==> config.mk <==
export PLATFORM = sky130hd
export DESIGN_NAME = pico_io_resp_flat
export DESIGN_NICKNAME = d
export VERILOG_FILES = /design/src/rtl/pico_io_pkg.sv /design/src/rtl/pico_io_resp_if.sv /design/src/rtl/sw_debounce.sv /design/src/rtl/pico_io_resp.sv /design/src/flat_wrapper.sv
export SDC_FILE = /design/constraint.sdc
export NUM_CORES = 1
export LEC_CHECK = 0
export ABC_AREA = 1
export CORE_ASPECT_RATIO = 1.1
export CORE_MARGIN = 10
export CORE_UTILIZATION = 58
export CTS_BUF_LIST = sky130_fd_sc_hd__clkbuf_16
export DETAILED_ROUTE_END_ITERATION = 16
export GPL_TIMING_DRIVEN = 0
export PLACE_DENSITY_LB_ADDON = 0.2
export REMOVE_ABC_BUFFERS = 1
export SYNTH_ARGS = -nofsm -noshare
export SYNTH_HDL_FRONTEND = slang
export SYNTH_SLANG_ARGS = --single-unit
==> constraint.sdc <==
create_clock -name clk -period 2.85 [get_ports clk]
set_input_delay 0.7125 -clock clk [delete_from_list [all_inputs] [get_ports clk]]
set_output_delay 0.7125 -clock clk [all_outputs]
set_load 0.1 [all_outputs]
==> src/rtl/pico_io_pkg.sv <==
// Shared constants for the pico I/O responder.
//   Register map (port_id):
//     ADDR_SW   0x00  debounced switch value (read only)
//     ADDR_CTRL 0x01  control, bit CTRL_IRQ_EN_BIT = irq_en (read/write)
//     ADDR_CHG  0x02  accumulated switch change bits (read, clear-on-read)
//     ADDR_LED  0x03  LED register (read/write)
//   Any other address reads 0x00 and ignores writes.
package pico_io_pkg;

  localparam logic [7:0] ADDR_SW   = 8'h00;
  localparam logic [7:0] ADDR_CTRL = 8'h01;
  localparam logic [7:0] ADDR_CHG  = 8'h02;
  localparam logic [7:0] ADDR_LED  = 8'h03;

  // CTRL bit positions; bits 7:1 are unimplemented and read 0.
  localparam int CTRL_IRQ_EN_BIT = 0;

endpackage

==> src/rtl/pico_io_resp_if.sv <==
// Processor port bus between a PicoBlaze-style master and the I/O responder.
//   port_id       address, held for 2 cycles around each strobe
//   write_strobe  single-cycle write qualifier, out_port valid with it
//   read_strobe   single-cycle read qualifier
//   out_port      write data from the processor
//   in_port       registered read data (1-cycle latency from port_id)
//   interrupt     level interrupt request
//   interrupt_ack single-cycle acknowledge from the processor
//
// Handshake: there is no valid/ready backpressure on this bus. A strobe
// is the valid qualifier and the responder is always ready, so every
// strobe is consumed on the rising edge where it is high. Read data is
// not qualified; it is a registered copy of the mux selected by port_id,
// which lands inside the 2-cycle port_id window.
interface pico_io_resp_if;
  logic [7:0] port_id;
  logic       write_strobe;
  logic       read_strobe;
  logic [7:0] out_port;
  logic [7:0] in_port;
  logic       interrupt;
  logic       interrupt_ack;

  modport master (
    output port_id, write_strobe, read_strobe, out_port, interrupt_ack,
    input  in_port, interrupt
  );

  modport slave (
    input  port_id, write_strobe, read_strobe, out_port, interrupt_ack,
    output in_port, interrupt
  );
endinterface

==> src/rtl/sw_debounce.sv <==
// Switch synchronizer and debouncer.
//   clk, reset  rising-edge clock, synchronous active-high reset
//   sw          asynchronous switch inputs
//   db          debounced switch value
//   chg_evt     one-cycle pulse, high in the cycle after db updates
//   chg_mask    old ^ new debounced value, valid while chg_evt is high
//                (zero otherwise)
// A synchronized value must differ from db for DB_CYCLES consecutive
// cycles before it is accepted; any return to db restarts the count.
module sw_debounce #(
  parameter int DB_CYCLES = 50000
) (
  input  logic       clk,
  input  logic       reset,
  input  logic [7:0] sw,
  output logic [7:0] db,
  output logic       chg_evt,
  output logic [7:0] chg_mask
);

  localparam int CW = (DB_CYCLES > 1) ? $clog2(DB_CYCLES) : 1;
  localparam logic [CW-1:0] CNT_MAX = CW'(DB_CYCLES - 1);

  logic [7:0]    sync1;
  logic [7:0]    sync2;
  logic [CW-1:0] cnt;

  always_ff @(posedge clk) begin
    if (reset) begin
      sync1    <= 8'h00;
      sync2    <= 8'h00;
      db       <= 8'h00;
      cnt      <= '0;
      chg_evt  <= 1'b0;
      chg_mask <= 8'h00;
    end else begin
      sync1    <= sw;
      sync2    <= sync1;
      chg_evt  <= 1'b0;
      chg_mask <= 8'h00;
      if (sync2 == db) begin
        cnt <= '0;
      end else if (cnt == CNT_MAX) begin
        db       <= sync2;
        cnt      <= '0;
        chg_evt  <= 1'b1;
        chg_mask <= db ^ sync2;
      end else begin
        cnt <= cnt + 1'b1;
      end
    end
  end

endmodule

==> src/rtl/pico_io_resp.sv <==
// Pico I/O responder: switch input, LED output and change interrupt on a
// PicoBlaze-style port bus.
//   clk, reset  rising-edge clock, synchronous active-high reset
//   bus         pico_io_resp_if.slave (port_id, strobes, data, interrupt)
//   sw          asynchronous board switches
//   led         LED register output
// Optional feature: define PICO_IO_IRQ_EN to build the change interrupt.
// Without it interrupt is tied 0, interrupt_ack is ignored and CTRL bit0
// reads 0.
module pico_io_resp
  import pico_io_pkg::*;
#(
  parameter int DB_CYCLES = 50000
) (
  input  logic                 clk,
  input  logic                 reset,
  pico_io_resp_if.slave        bus,
  input  logic [7:0]           sw,
  output logic [7:0]           led
);

  logic [7:0] db;
  logic       chg_evt;
  logic [7:0] chg_mask;
  logic [7:0] led_q;
  logic [7:0] chg_q;
  logic [7:0] in_port_q;
  logic       irq_en;
  logic [7:0] ctrl_rd;
  logic [7:0] rd_mux;
  logic       wr_led;
  logic       wr_ctrl;
  logic       rd_chg;

  sw_debounce #(.DB_CYCLES(DB_CYCLES)) u_sw_debounce (
    .clk      (clk),
    .reset    (reset),
    .sw       (sw),
    .db       (db),
    .chg_evt  (chg_evt),
    .chg_mask (chg_mask)
  );

  assign wr_led  = bus.write_strobe && (bus.port_id == ADDR_LED);
  assign wr_ctrl = bus.write_strobe && (bus.port_id == ADDR_CTRL);
  assign rd_chg  = bus.read_strobe  && (bus.port_id == ADDR_CHG);

  always_ff @(posedge clk) begin
    if (reset) begin
      led_q <= 8'h00;
    end else if (wr_led) begin
      led_q <= bus.out_port;
    end
  end

  // Clear-on-read and new change bits in the same cycle: the clear drops
  // the old bits, the new bits are still set.
  always_ff @(posedge clk) begin
    if (reset) begin
      chg_q <= 8'h00;
    end else begin
      chg_q <= (rd_chg ? 8'h00 : chg_q) | (chg_evt ? chg_mask : 8'h00);
    end
  end

`ifdef PICO_IO_IRQ_EN
  logic irq_q;

  always_ff @(posedge clk) begin
    if (reset) begin
      irq_en <= 1'b0;
    end else if (wr_ctrl) begin
      irq_en <= bus.out_port[CTRL_IRQ_EN_BIT];
    end
  end

  // Set wins over ack; irq_en only gates new requests, it never clears one.
  always_ff @(posedge clk) begin
    if (reset) begin
      irq_q <= 1'b0;
    end else if (chg_evt && irq_en) begin
      irq_q <= 1'b1;
    end else if (bus.interrupt_ack) begin
      irq_q <= 1'b0;
    end
  end

  assign bus.interrupt = irq_q;
`else
  logic unused_irq_inputs;

  assign irq_en            = 1'b0;
  assign bus.interrupt     = 1'b0;
  assign unused_irq_inputs = bus.interrupt_ack ^ wr_ctrl;
`endif

  always_comb begin
    ctrl_rd                  = 8'h00;
    ctrl_rd[CTRL_IRQ_EN_BIT] = irq_en;
  end

  always_comb begin
    rd_mux = 8'h00;
    case (bus.port_id)
      ADDR_SW:   rd_mux = db;
      ADDR_CTRL: rd_mux = ctrl_rd;
      ADDR_CHG:  rd_mux = chg_q;
      ADDR_LED:  rd_mux = led_q;
      default:   rd_mux = 8'h00;
    endcase
  end

  // Registered every cycle, not only on read_strobe, so data is ready in
  // the second cycle of the port_id window.
  always_ff @(posedge clk) begin
    if (reset) begin
      in_port_q <= 8'h00;
    end else begin
      in_port_q <= rd_mux;
    end
  end

  assign bus.in_port = in_port_q;
  assign led         = led_q;

endmodule

==> src/flat_wrapper.sv <==
// flat-port wrapper written by rule: the top's interface ports become plain ports
module pico_io_resp_flat import pico_io_pkg::*;
#(
  parameter int DB_CYCLES = 50000
)
  (clk, reset, sw, led, bus_port_id, bus_write_strobe, bus_read_strobe, bus_out_port, bus_interrupt_ack, bus_in_port, bus_interrupt);
  pico_io_resp_if bus_i ();
  input  logic clk;
  input  logic reset;
  input  logic [7:0] sw;
  output logic [7:0] led;
  input wire logic [$bits(bus_i.port_id)-1:0] bus_port_id;
  input wire logic [$bits(bus_i.write_strobe)-1:0] bus_write_strobe;
  input wire logic [$bits(bus_i.read_strobe)-1:0] bus_read_strobe;
  input wire logic [$bits(bus_i.out_port)-1:0] bus_out_port;
  input wire logic [$bits(bus_i.interrupt_ack)-1:0] bus_interrupt_ack;
  output wire logic [$bits(bus_i.in_port)-1:0] bus_in_port;
  output wire logic [$bits(bus_i.interrupt)-1:0] bus_interrupt;
  assign bus_i.port_id = bus_port_id;
  assign bus_i.write_strobe = bus_write_strobe;
  assign bus_i.read_strobe = bus_read_strobe;
  assign bus_i.out_port = bus_out_port;
  assign bus_i.interrupt_ack = bus_interrupt_ack;
  assign bus_in_port = bus_i.in_port;
  assign bus_interrupt = bus_i.interrupt;
  pico_io_resp #(.DB_CYCLES(DB_CYCLES)) u_core (.clk(clk), .reset(reset), .bus(bus_i), .sw(sw), .led(led));
endmodule
### Word-level counts from Yosys, hierarchy flattened

Index checks and enable logic that the tools add are counted.

| storage, ports and cells | value |
|---|---|
| register bits | 73 |
| bits of input ports | 29 |
| output and inout port bits | 17 |
| word-level logic and storage cells | 29 |

| cells by class | value |
|---|---|
| add/subtract/negate cells | 1 |
| equal/unequal tests | 4 |
| multiplexer cells | 4 |
| bitwise gates (word level) | 4 |
| reductions and logical operators | 7 |

Operators with widths:

| operator | number |
|---|---|
| $pmux 8 s3 | 1 |
| $add 16x1->16 const B | 1 |
| $eq 16x16->1 const B | 1 |
| $eq 8x2->1 const B | 2 |
| $mux 8 | 2 |
| $eq 8x8->1 | 1 |
| $logic_not 8->1 | 1 |
| $or 8x8->8 | 1 |
| $xor 8x8->8 | 1 |
| $reduce_or 3->1 | 2 |
| $logic_and 1x1->1 | 2 |
| $not 1->1 | 2 |
| $reduce_and 2->1 | 1 |
| $reduce_or 2->1 | 1 |
| $mux 1 | 1 |

### Logic depth before layout (Yosys ltp)

| depth | value |
|---|---|
| depth in word-level cells | 4 |
| mapped depth | 10 |
| gate-level depth less buffers | 9 |

### Cells and area by module

A second synthesis with hierarchy kept.

| unflattened totals | value |
|---|---|
| cells, all modules | 440 |
| area total of the unflattened synthesis | 3189.3 um2 |

By module, submodules not included:

| module | times used | cells an instance | area each (um2) | seq. area each (um2) |
|---|---|---|---|---|
| sw_debounce | 1 | 273 | 2006.9 | 980.9 |
| pico_io_resp | 1 | 167 | 1182.4 | 480.5 |

### Worst setup path before layout

OpenSTA, ideal clock, no wires.

| timing path | value |
|---|---|
| path type | input -> register |
| start | input port bus_port_id[2] |
| end | register u_core.chg_q[3] |
| setup time | 132 ps |
| arrival | 1541 ps |
| data required time | 2718 ps |
| slack | 1177 ps |
| stages | 6 |
| buffers on the path | 0 |
| cells stage by stage | inv_1 nand2_1 nor3_2 nand3_2 nand2_1 a21oi_1 |

| between the ends | value |
|---|---|
| cells in the longest elaborated chain, start to end | 4 |

RTL lines:

| element | RTL line | text |
|---|---|---|
| start: declaration | flat_wrapper.sv:12 | `input wire logic [$bits(bus_i.port_id)-1:0] bus_port_id;` |
| $eq 8x2->1 | pico_io_resp.sv:46 | `assign rd_chg = bus.read_strobe && (bus.port_id == ADDR_CHG);` |
| $logic_and 1x1->1 | pico_io_resp.sv:46 |  |
| $mux 8 | pico_io_resp.sv:62 | `chg_q <= (rd_chg ? 8'h00 : chg_q) \| (chg_evt ? chg_mask : 8'h00);` |
| $or 8x8->8 | pico_io_resp.sv:62 |  |
| end signal: assignment | pico_io_resp.sv:62 |  |
| end: declaration | pico_io_resp.sv:26 | `logic [7:0] chg_q;` |

No other way between the ends.
A chain may end at the register's enable or synchronous reset.

### Worst setup path after layout

| timing path | value |
|---|---|
| start | register u_core.led_q[6] (netlist: u_core.led[6]) |
| end | output port led[6] |

RTL lines:

| element | RTL line | text |
|---|---|---|
| start: declaration | pico_io_resp.sv:25 | `logic [7:0] led_q;` |
| start signal: assignment | pico_io_resp.sv:52 | `led_q <= bus.out_port;` |
| end: declaration | flat_wrapper.sv:11 | `output logic [7:0] led;` |

No word-level cell between the ends.

==> reports/results.tsv <==
stage	metric	value	unit
logic_synthesis	synthTopCellsByCount	nand2_1 (89), dfxtp_1 (73), nor2_1 (67), inv_1 (49), nand3_1 (37)	
clocking	cts_buffers	9	
grt	grt_max_degree	27	
setup_path	required	2.14	ns
timing	setup_viol	0	
clocking	clockRootBuffer	clkbuf_16	
logic_synthesis	synth_area_leaders	dfxtp_1 (47%), nand2_1 (11%), nor2_1 (8.1%), nand3_1 (6.0%), inv_1 (5.9%)	
pwr	clkPwrFrac	0.474	
floorplan	fp.dieH	96.70	um
timing	slew_viol_final	0	
setup_path	setup.worst_path.end_class	output pin	
routing	viasPerCell	4.783	
clocking	cts_hold_buf	0	
setup_path	cp_slowest_cell	clkdlybuf4s50_1	
floorplan	core	0.005101	mm^2
setup_path	cp_top_family	buffers and inverters	
layout	drive_above_1_share	0.1002	
clocking	cts.sinks	73	
routing	vias	2540	
floorplan	die_area	0.008676	mm^2
layout	final_nets	484	
layout	antennaDiodeCount	0	
clocking	clockBufferDepth	2	
floorplan	start_util	0.6080	
setup_path	worstSetupPathType	reg2out	
timing	tightestPinTransition	0.9910	ns
setup_path	cp_max_fo	3	
setup_path	cp_cell_sequence	clkdlybuf4s50_1	
logic_synthesis	synth-seq-cells	73	
pwr	switching_share	0.2362	
placement	gp_congestion	0.8330	
routing	drc	0	
logic_synthesis	async_flop_share	0	
floorplan	die_w	89.73	um
logic_synthesis	synth_edf_count	0	
timing	slew_headroom	0.3372	
logic_synthesis	synth_top_area_share	0.4712	
floorplan	io_pins	46	
logic_synthesis	avgSynthCellArea	7.547	um^2
placement	port_buffers	43	
setup_path	critPathMaxStageDelay	1.15	ns
pwr	internal-power	1.688	mW
timing	fin_crit_sh	0.8990	
routing	wire_per_inst	11.26	um
worst_hold_path	hp-class	reg2reg	
routing	wl	5978	um
logic_synthesis	yosysMostFrequentCell	nand2_1	
timing	hold_viol	0	
timing	rsz0062_at_grt	no	
grt	grtUsageTotal	0.1384	
logic_synthesis	syn_inst	411	
timing	clock_skew	0.005175	ns
clocking	insertion_delay	0.33	ns
pwr	leakagePower	1.614	nW
grt	antenna_found_initial	0	
logic_synthesis	yosysWarnings	0	
layout	fin_util	0.7520	
setup_path	cp-start-kind	register	
pwr	p_per_area	576.2	mW/mm^2
run_status	status	completed	
placement	dp_hpwl	4357	um
routing	antenna_left	0	
setup_path	crit_buf_inv	1	
routing	drtIter0Drc	116	
pwr	seqPwrFrac	0.471	
floorplan	row_count	27	
clocking	clk_pin_slew	0.06	ns
layout	area_growth	23.68	%
logic_synthesis	synthesis.area	0.003102	mm^2
routing	first_pass_iters	4	
logic_synthesis	ys_seq_area_frac	0.4712	
clocking	cts_tree	built	
setup_path	cp.arrival	1.85	ns
grt	grt_pass1_wl	10210	um
flow_run	cap_viol_max_count	0	
clocking	post_cts_buffers	0	
clocking	ctsHtreeMaxLevel	3	
layout	n_fill_cell	403	
timing	fmax	0.3903	GHz
pwr	ir_drop	0.4038	mV
pwr	p_sw	0.5221	mW
timing	min_period	2.562	ns
logic_synthesis	ys_types	33	
pwr	p_comb_frac	0.055	
grt	grt_overflow_total	0	
grt	grt_pass1_vias	2380	
timing	final.setup.tns	0	ns
logic_synthesis	synth_flop_cell	dfxtp_1	
logic_synthesis	yosysTopAreaCell	dfxtp_1	
[flip-flops by register name, summed over array words and instances (netlist names)]
signal and count:
u_core.u_sw_debounce.sync1 8, u_core.u_sw_debounce.cnt 16, u_core.u_sw_debounce.chg_evt 1, u_core.bus.in_port 8
u_core.u_sw_debounce.sync2 8, u_core.u_sw_debounce.chg_mask 8, u_core.led 8, u_core.u_sw_debounce.db 8
u_core.chg_q 8
[cell type report]
class,instances,area [um^2],area share
clock buffer,9,225.2,0.05871
clock inverter,7,60.06,0.01566
inverter,58,219.0,0.05708
multi-input combinational,269,1348,0.3513
sequential,73,1461,0.3810
tap,72,90.09,0.02348
timing repair buffer,43,432.9,0.1129
[routing by layer]
layer,track usage,part of all wire
met1,0.1563,0.43
met4,0.1001,0.040
met5,0,0
met3,0.03161,0.059
met2,0.2239,0.47
[placed cells by master, fill, tap and decap left out]
cell type / Yosys / routed
clkinvlp_4: 0 / 3
nor2_4: 1 / 1
nand3_2: 3 / 3
o21ai_1: 8 / 8
nor2_1: 67 / 67
clkinv_1: 3 / 2
xor2_1: 7 / 7
nor3_1: 12 / 12
clkdlybuf4s50_1: 0 / 42
a21oi_2: 6 / 6
ha_1: 1 / 1
dfxtp_1: 73 / 73
nor2_2: 4 / 4
inv_1: 49 / 49
inv_2: 6 / 6
xnor2_1: 3 / 3
nand2_4: 2 / 2
clkbuf_16: 0 / 9
nor3_2: 1 / 1
nand2_1: 89 / 89
nand4_1: 3 / 3
nand3_4: 3 / 3
inv_8: 0 / 1
o21ai_0: 2 / 2
nor2_8: 2 / 2
dlymetal6s2s_1: 0 / 1
clkinv_2: 0 / 1
nand3b_1: 1 / 1
or2_0: 1 / 1
nor3_4: 1 / 1
a21oi_1: 14 / 14
nand3_1: 37 / 37
conb_1: 1 / 1
inv_6: 0 / 3
[power by group through the flow]
stage	registers (mW)	logic (mW)	clock network, mW
after floorplan	1.06	0.0645	0
after global placement	1.06	0.119	0
after detailed placement	1.06	0.123	0
after CTS	1.04	0.124	1.07
after global routing	1.04	0.136	1.11
final	1.04	0.123	1.05
[metrics by stage]
| step | cell area, um^2 | instances | worst slack [ns] | hold WS, ns | power, mW |
|---|---|---|---|---|---|
| final | 3836 | 531 | 0.2878 | 0.4040 | 2.210 |
| after CTS | 3834 | 531 | 0.09330 | 0.4026 | 2.233 |
| after global routing | 3836 | 531 | 0.2529 | 0.4252 | 2.286 |
| after detailed placement | 3547 | 515 | -0.7198 | 0.3944 | 1.186 |
| after floorplan | 3027 | 400 | 1.076 | 0.3883 | 1.128 |
| after global placement | 3547 | 515 | -0.6323 | 0.3892 | 1.182 |
[repair_timing]
action	CTS	global route
setup endpoints to repair	28	16
resized for setup	1	1
pin swaps	0	0
[final timing paths]
kind	from	end	slack, ns	cells after the start
max	u_core.led[6]	led[6]	0.29	1
min	u_core.u_sw_debounce.sync1[4]	u_core.u_sw_debounce.sync2[4]	0.40	2
max reg2reg	u_core.u_sw_debounce.cnt[0]	u_core.u_sw_debounce.db[4]	1.26	8
min reg2reg	u_core.u_sw_debounce.sync1[4]	u_core.u_sw_debounce.sync2[4]	0.40	2
[logic make-up after synthesis]
logic type               Yosys count  share of synthesized area
buffers and inverters             69                    0.09439
flip-flops                        73                     0.4712
other                              1                   0.001209
AND/OR/NAND/NOR                  227                     0.3453
AO/OA/AOI/OAI                     30                    0.05567
XOR/XNOR                          10                    0.02824
adder cells (fa/ha/maj)            1                   0.004033
Power figures use the tool's default switching activity.
